--- src/rtl/shifter_pkg.sv ---
`default_nettype none
// ============================================================================
// Module      : shifter_pkg
// Description : Shared types and constants for the multi-cycle ARM-style
//               shifter: shift operation encoding, controller states and
//               bit positions inside the {N,Z,C,V} flag vector.
// Revision    : 1.0 - initial release
// ============================================================================
package shifter_pkg;

  // Shift operation encoding as presented on the op port.
  // Codes 5..7 are not named and behave as a zero-length LSL.
  typedef enum logic [2:0] {
    LSL = 3'd0,
    LSR = 3'd1,
    ASR = 3'd2,
    ROR = 3'd3,
    RRX = 3'd4
  } shift_op_t;

  // Controller states.
  typedef enum logic [1:0] {
    IDLE  = 2'd0,
    SHIFT = 2'd1,
    DONE  = 2'd2
  } state_t;

  // Bit positions inside the 4-bit {N,Z,C,V} flag vector.
  localparam int FLAG_N = 3;
  localparam int FLAG_Z = 2;
  localparam int FLAG_C = 1;
  localparam int FLAG_V = 0;

endpackage
`default_nettype wire

--- src/rtl/shift_step.sv ---
`default_nettype none
// ============================================================================
// Module      : shift_step
// Description : Combinational single-step shifter.
//               Moves value by k bit positions (0 <= k <= STEP) using the
//               selected operation and reports the last bit shifted out.
//   value   in  WIDTH            operand for this step
//   op      in  shift_op_t       LSL / LSR / ASR / ROR (others pass through)
//   k       in  clog2(STEP+1)    number of positions for this step
//   shifted out WIDTH            stepped value
//   carry   out 1                last bit shifted out (0 when k == 0)
// Revision    : 1.0 - initial release
// ============================================================================
module shift_step
  import shifter_pkg::*;
#(
  parameter int WIDTH = 32,
  parameter int STEP  = 1
) (
  input  logic [WIDTH-1:0]           value,
  input  shift_op_t                  op,
  input  logic [$clog2(STEP+1)-1:0]  k,
  output logic [WIDTH-1:0]           shifted,
  output logic                       carry
);

  logic carry_lo;  // value[k-1]: last bit out of a right shift / rotate
  logic carry_hi;  // value[WIDTH-k]: last bit out of a left shift

  // Variable bit selection done as a compare-and-pick loop so the index
  // never leaves the vector when k is 0.
  always_comb begin
    carry_lo = 1'b0;
    carry_hi = 1'b0;
    for (int i = 0; i < WIDTH; i++) begin
      if (i == int'(k) - 1)     carry_lo = value[i];
      if (i == WIDTH - int'(k)) carry_hi = value[i];
    end
  end

  always_comb begin
    shifted = value;
    carry   = 1'b0;
    case (op)
      LSL: begin
        shifted = value << k;
        carry   = carry_hi;
      end
      LSR: begin
        shifted = value >> k;
        carry   = carry_lo;
      end
      ASR: begin
        shifted = $signed(value) >>> k;
        carry   = carry_lo;
      end
      ROR: begin
        // k == 0 makes the left term shift by WIDTH, which yields zero.
        shifted = (value >> k) | (value << (WIDTH - int'(k)));
        carry   = carry_lo;
      end
      default: begin
        shifted = value;
        carry   = 1'b0;
      end
    endcase
  end

endmodule
`default_nettype wire

--- src/rtl/seq_shifter.sv ---
`default_nettype none
// ============================================================================
// Module      : seq_shifter
// Description : Multi-cycle ARM-style register-specified shifter.
//               Accepts one request over a valid/ready handshake, shifts
//               STEP bits per cycle and returns result plus {N,Z,C,V}.
//   clk, reset         clock, synchronous active-high reset
//   in_valid/in_ready  request handshake (op, rm, amt, cin)
//   out_valid/out_ready result handshake (rd, flags)
// Revision    : 1.0 - initial release
// ============================================================================
module seq_shifter
  import shifter_pkg::*;
#(
  parameter int WIDTH = 32,
  parameter int STEP  = 1,
  parameter int AMT_W = 8
) (
  input  logic              clk,
  input  logic              reset,
  input  logic              in_valid,
  output logic              in_ready,
  input  logic [2:0]        op,
  input  logic [WIDTH-1:0]  rm,
  input  logic [AMT_W-1:0]  amt,
  input  logic              cin,
  output logic              out_valid,
  input  logic              out_ready,
  output logic [WIDTH-1:0]  rd,
  output logic [3:0]        flags
);

  // rem must hold WIDTH+1 (over-range LSL/LSR needs one extra step so the
  // carry ends up as the zero shifted in from the far side).
  localparam int          REM_W  = $clog2(WIDTH + 2);
  localparam int          KW     = $clog2(STEP + 1);
  localparam logic [63:0] LIM_LS = 64'(WIDTH + 1);
  localparam logic [63:0] LIM_AS = 64'(WIDTH);

  state_t             state_q, state_d;
  logic [WIDTH-1:0]   value_q, value_d;
  shift_op_t          op_q, op_d;
  logic               carry_q, carry_d;
  logic [REM_W-1:0]   rem_q, rem_d;
  logic [WIDTH-1:0]   rd_q, rd_d;
  logic [3:0]         flags_q, flags_d;

  logic [63:0]        amt_wide;
  logic [REM_W-1:0]   eff_ls, eff_as, eff_ror;
  logic [KW-1:0]      k;
  logic [WIDTH-1:0]   step_value;
  logic               step_carry;
  logic               load_out;

  // Effective amount per operation class.
  assign amt_wide = 64'(amt);
  assign eff_ls   = (amt_wide > LIM_LS) ? REM_W'(LIM_LS) : REM_W'(amt_wide);
  assign eff_as   = (amt_wide > LIM_AS) ? REM_W'(LIM_AS) : REM_W'(amt_wide);
  assign eff_ror  = REM_W'(amt_wide % LIM_AS);

  assign k = (rem_q < REM_W'(STEP)) ? KW'(rem_q) : KW'(STEP);

  shift_step #(
    .WIDTH (WIDTH),
    .STEP  (STEP)
  ) u_step (
    .value   (value_q),
    .op      (op_q),
    .k       (k),
    .shifted (step_value),
    .carry   (step_carry)
  );

  always_comb begin
    state_d  = state_q;
    value_d  = value_q;
    op_d     = op_q;
    carry_d  = carry_q;
    rem_d    = rem_q;
    rd_d     = rd_q;
    flags_d  = flags_q;
    load_out = 1'b0;

    case (state_q)
      IDLE: begin
        if (in_valid) begin
          // Defaults give amt==0 / illegal-op behaviour: rd=rm, C=cin.
          value_d = rm;
          carry_d = cin;
          op_d    = LSL;
          rem_d   = '0;
          case (op)
            LSL: begin op_d = LSL; rem_d = eff_ls; end
            LSR: begin op_d = LSR; rem_d = eff_ls; end
            ASR: begin op_d = ASR; rem_d = eff_as; end
            ROR: begin
              op_d  = ROR;
              rem_d = eff_ror;
              // Non-zero multiple of WIDTH: value unchanged, C from MSB.
              if ((amt != '0) && (eff_ror == '0)) carry_d = rm[WIDTH-1];
            end
            RRX: begin
              value_d = {cin, rm[WIDTH-1:1]};
              carry_d = rm[0];
            end
            default: ;
          endcase
          if (rem_d == '0) begin
            state_d  = DONE;
            load_out = 1'b1;
          end else begin
            state_d  = SHIFT;
          end
        end
      end
      SHIFT: begin
        value_d = step_value;
        carry_d = step_carry;
        rem_d   = rem_q - REM_W'(k);
        if (rem_d == '0) begin
          state_d  = DONE;
          load_out = 1'b1;
        end
      end
      DONE: begin
        if (out_ready) state_d = IDLE;
      end
      default: state_d = IDLE;
    endcase

    // Result registers change only when entering DONE, so they stay
    // stable across any amount of output backpressure.
    if (load_out) begin
      rd_d            = value_d;
      flags_d[FLAG_N] = value_d[WIDTH-1];
      flags_d[FLAG_Z] = (value_d == '0);
      flags_d[FLAG_C] = carry_d;
      flags_d[FLAG_V] = 1'b0;
    end
  end

  always_ff @(posedge clk) begin
    if (reset) begin
      state_q <= IDLE;
      value_q <= '0;
      op_q    <= LSL;
      carry_q <= 1'b0;
      rem_q   <= '0;
      rd_q    <= '0;
      flags_q <= '0;
    end else begin
      state_q <= state_d;
      value_q <= value_d;
      op_q    <= op_d;
      carry_q <= carry_d;
      rem_q   <= rem_d;
      rd_q    <= rd_d;
      flags_q <= flags_d;
    end
  end

  assign in_ready  = (state_q == IDLE);
  assign out_valid = (state_q == DONE);
  assign rd        = rd_q;
  assign flags     = flags_q;

endmodule
`default_nettype wire

--- config.mk ---
export PLATFORM = sky130hd
export DESIGN_NAME = seq_shifter
export DESIGN_NICKNAME = d
export VERILOG_FILES = /design/src/rtl/shifter_pkg.sv /design/src/rtl/shift_step.sv /design/src/rtl/seq_shifter.sv
export SDC_FILE = /design/constraint.sdc
export NUM_CORES = 1
export LEC_CHECK = 0
export ABC_AREA = 1
export CORE_AREA = 2 2 96 98
export CTS_CLUSTER_DIAMETER = 80
export DETAILED_ROUTE_END_ITERATION = 12
export DIE_AREA = 0 0 98 100
export DONT_BUFFER_PORTS = 1
export GPL_TIMING_DRIVEN = 1
export HOLD_SLACK_MARGIN = 0.15
export PLACE_DENSITY = 0.67
export RECOVER_POWER = 25
export SYNTH_ARGS = -nofsm -noshare
export SYNTH_HDL_FRONTEND = slang
export SYNTH_SLANG_ARGS = --single-unit
--- constraint.sdc ---
create_clock -name clk -period 3.09 [get_ports clk]
set_clock_uncertainty 0.2 [all_clocks]
set_input_delay 0.4635 -clock clk [delete_from_list [all_inputs] [get_ports clk]]
set_output_delay 0.4635 -clock clk [all_outputs]
set_load 0.02 [all_outputs]
==> flow_summary.json <==
{
  "route.detailed.drc": 0,
  "antenna_cells": 0,
  "crit_slowest_cell": "nand2_4",
  "vias": 4819,
  "stdcell_area_sq_um": 5009,
  "gp_congestion": 0.9042,
  "worstReg2RegEnd": "rd[5]",
  "setup_tns_ps": 0,
  "vdd_ir_drop_max_mv": 0.3242,
  "dr.pass1.iters": 5,
  "grt_pass1_wl_mm": 20.91,
  "areaGrowthSynthToFinish_pct": 4.544,
  "drive_above_1_share": 0.06061,
  "num_rows": 35,
  "syn_nets": 856,
  "antenna_found_initial": 0,
  "io_buffers": 0,
  "path_clk_slew_ps": 80,
  "rr_startpoint": "rem_q[3]",
  "powerDensity_nw_per_um2": 618.2,
  "clock_tree.root_cell": "clkbuf_8",
  "syn-cell-area_sq_um": 4791,
  "dpl_cell_area_sq_um": 4747,
  "ys_ff_latch": 77,
  "ant_nets": 0,
  "setup_violations": 0,
  "clock_latency_ps": 360,
  "route.final.wire_length_mm": 12.65,
  "via_per_inst": 5.337,
  "grt_max_degree": 49,
  "status": "finished clean",
  "hpwl_mm": 9.396,
  "cts_resized": 0,
  "path_cells": "nor2_2 -> nand3_4 -> nand2_2 -> inv_2 -> ha_1 -> xor2_1 -> nor3_2 -> nand3_2 -> nand2_4 -> buf_4 -> nor2_1 -> nor2_1",
  "rsz0062_at_grt": "no",
  "nNetsFinal": 838,
  "drt_iter0_markers": 319,
  "grt_pass1_vias": 4559,
  "avgSynthCellArea_sq_um": 5.937,
  "maxCapViolations": 0,
  "whs_endpoint": "value_q[1]",
  "overflow": 0,
  "postCtsSetupRepairBufs": 0,
  "worstSetupPathType": "flop to flop",
  "cp_max_fo": 48,
  "die_h_um": 100,
  "cpMostUsedCell": "nor2_1",
  "synthesis.instances": 807,
  "p_leak_uw": 0.002406,
  "finalCritPeriodShare": 0.8852,
  "min_from": "rm[2]",
  "setup_slack_ps": 354.9,
  "track_usage": 0.2656,
  "numClockSinks": 77,
  "htreeDepth": 3,
  "die_w_um": 98,
  "start_util": 0.5389,
  "worst_pin_slew_ps": 553.9,
  "fp.dieArea_sq_um": 9800,
  "r2r_cells": 12,
  "post_drt_wl_per_cell_um": 14.01,
  "yosysWarnings": 0,
  "coreArea_sq_um": 8890,
  "cts_buffer_depth": 2,
  "hold_path_class": "input port to flop",
  "hold_viol": 0,
  "fin_crit_ps": 2735,
  "holdPathStages": 2,
  "endpoint_kind": "flop",
  "cp.arrival_ps": 2820,
  "yosysSeqAreaShare": 0.3218,
  "ioPinCount": 86,
  "relSlewSlack": 0.6302,
  "rrSetupSlack_ps": 350,
  "cp.required_ps": 3170,
  "cts_tree": "yes",
  "drv_slew": 0,
  "startpoint_type": "flop",
  "dp_slack_ps": 385.5,
  "fmax_ghz": 0.3656,
  "worst_path_largest_cell_delay_ps": 390,
  "numCtsBuffers": 9,
  "synth_cell_types": 36,
  "cts_hold_buf": 4
}
-- cell type report --
| type | count | area, sq um |
|---|---|---|
| sequential | 77 | 1541 |
| inverter | 115 | 431.7 |
| fill | 935 | 3881 |
| multi-input combinational | 574 | 2562 |
| tap | 111 | 138.9 |
| clock inverter | 4 | 73.82 |
| clock buffer | 10 | 137.6 |
| timing repair buffer | 12 | 122.6 |
-- cells in the final DEF, fill, tap and decap left out, types with 2 or more instances in the layout --
cell / Yosys / final
a31oi_1: 5 / 5
nor2_1: 140 / 140
nand2_4: 3 / 3
nand4_1: 5 / 5
nand2_2: 2 / 2
inv_1: 107 / 107
buf_12: 0 / 2
a21oi_1: 20 / 20
clkbuf_8: 0 / 10
nand2_1: 228 / 228
nor2_4: 3 / 3
bufinv_16: 0 / 2
buf_4: 8 / 7
nand3_2: 3 / 3
nor2_2: 3 / 3
inv_2: 7 / 7
o21ai_0: 45 / 45
dlygate4sd3_1: 0 / 3
o21ai_1: 4 / 4
o211ai_1: 3 / 3
nand3_1: 97 / 97
dfxtp_1: 77 / 77
-- flip-flops by register name, summed over array words and instances, names as in the netlist --
| signal | flops |
|---|---|
| rd | 31 |
| op_q | 2 |
| flags | 3 |
| state_q | 2 |
| value_q | 32 |
| carry_q | 1 |
| rem_q | 6 |
-- metrics by stage --
step | util | total power, uW | std cells | hold slack (ps)
2_1_floorplan | - | 2085 | 807 | 292.9
4_1_cts | 0.5634 | 3112 | 903 | 152.4
3_5_place_dp | 0.5340 | 2268 | 885 | 318.1
3_3_place_gp | 0.5340 | 2242 | 885 | 315.2
6_report | 0.5634 | 3096 | 903 | 154.1
5_1_grt | 0.5634 | 3307 | 903 | 185.7
-- cell usage after synthesis (all sizes together) --
library cell  count  area (sq um)
a31oi             5         31.28
buf              27         202.7
nor3              1         10.01
nand2           233         902.1
nand3b            1         7.510
inv             114         427.9
nand4             5         31.28
xor2              2         25.03
clkbuf           14         52.55
conb              1         3.750
nor2            147         598.1
o221ai            1         8.760
clkinv            1         3.750
ha                1         12.51
o22ai             1         6.260
nand3           101         533.0
xnor2             1         8.760
o211ai            3         22.52
dfxtp            77          1541
a21oi            20         100.1
o21ai            49         245.2
a41oi             1         8.760
a211oi            1         7.510
-- cells by family after synthesis --
| group | Yosys count | share of synthesized area |
|---|---|---|
| compound gates | 81 | 0.08984 |
| xor+xnor | 3 | 0.007053 |
| fa+ha+maj | 1 | 0.002611 |
| buf+inv | 156 | 0.1434 |
| flops | 77 | 0.3218 |
| other cells | 1 | 0.0007827 |
| simple gates | 488 | 0.4346 |
-- worst max-delay path, delay by kind of cell (launching register included) --
kind	cells	cell delay, ps
XOR/XNOR	1	170
AND/OR/NAND/NOR	8	1410
buffers and inverters	2	320
adder cells (fa/ha/maj)	1	200
flip-flops	1	350
-- worst max path at each step --
stage / startpoint / endpoint / slack (ps) / cells after the start
2_1_floorplan: rem_q[3] / flags[1] / 910 / 13
3_3_place_gp: rem_q[3] / rd[17] / 500 / 12
3_5_place_dp: rem_q[3] / rd[14] / 390 / 12
4_1_cts: rem_q[3] / rd[18] / 370 / 12
5_1_grt: rem_q[3] / rd[18] / 80 / 12
6_report: rem_q[3] / rd[5] / 350 / 12
-- layer usage --
layer	share of wire	vias to the layer above	track usage
met2	0.51	158	0.4795
met3	0.060	39	0.05571
li1	-	2462	-
met4	0.044	0	0.1293
met1	0.39	2160	0.2981
met5	0	-	0
-- report_power, final --
part	internal, uW	total (uW)	leakage [uW]	switching (uW)
Sequential	1130	1310	0.000633	181
Combinational	308	956	0.00166	648
Clock	468	833	0.000108	365
Total	1900	3100	0.00241	1190
Power figures use the tool's default switching activity.
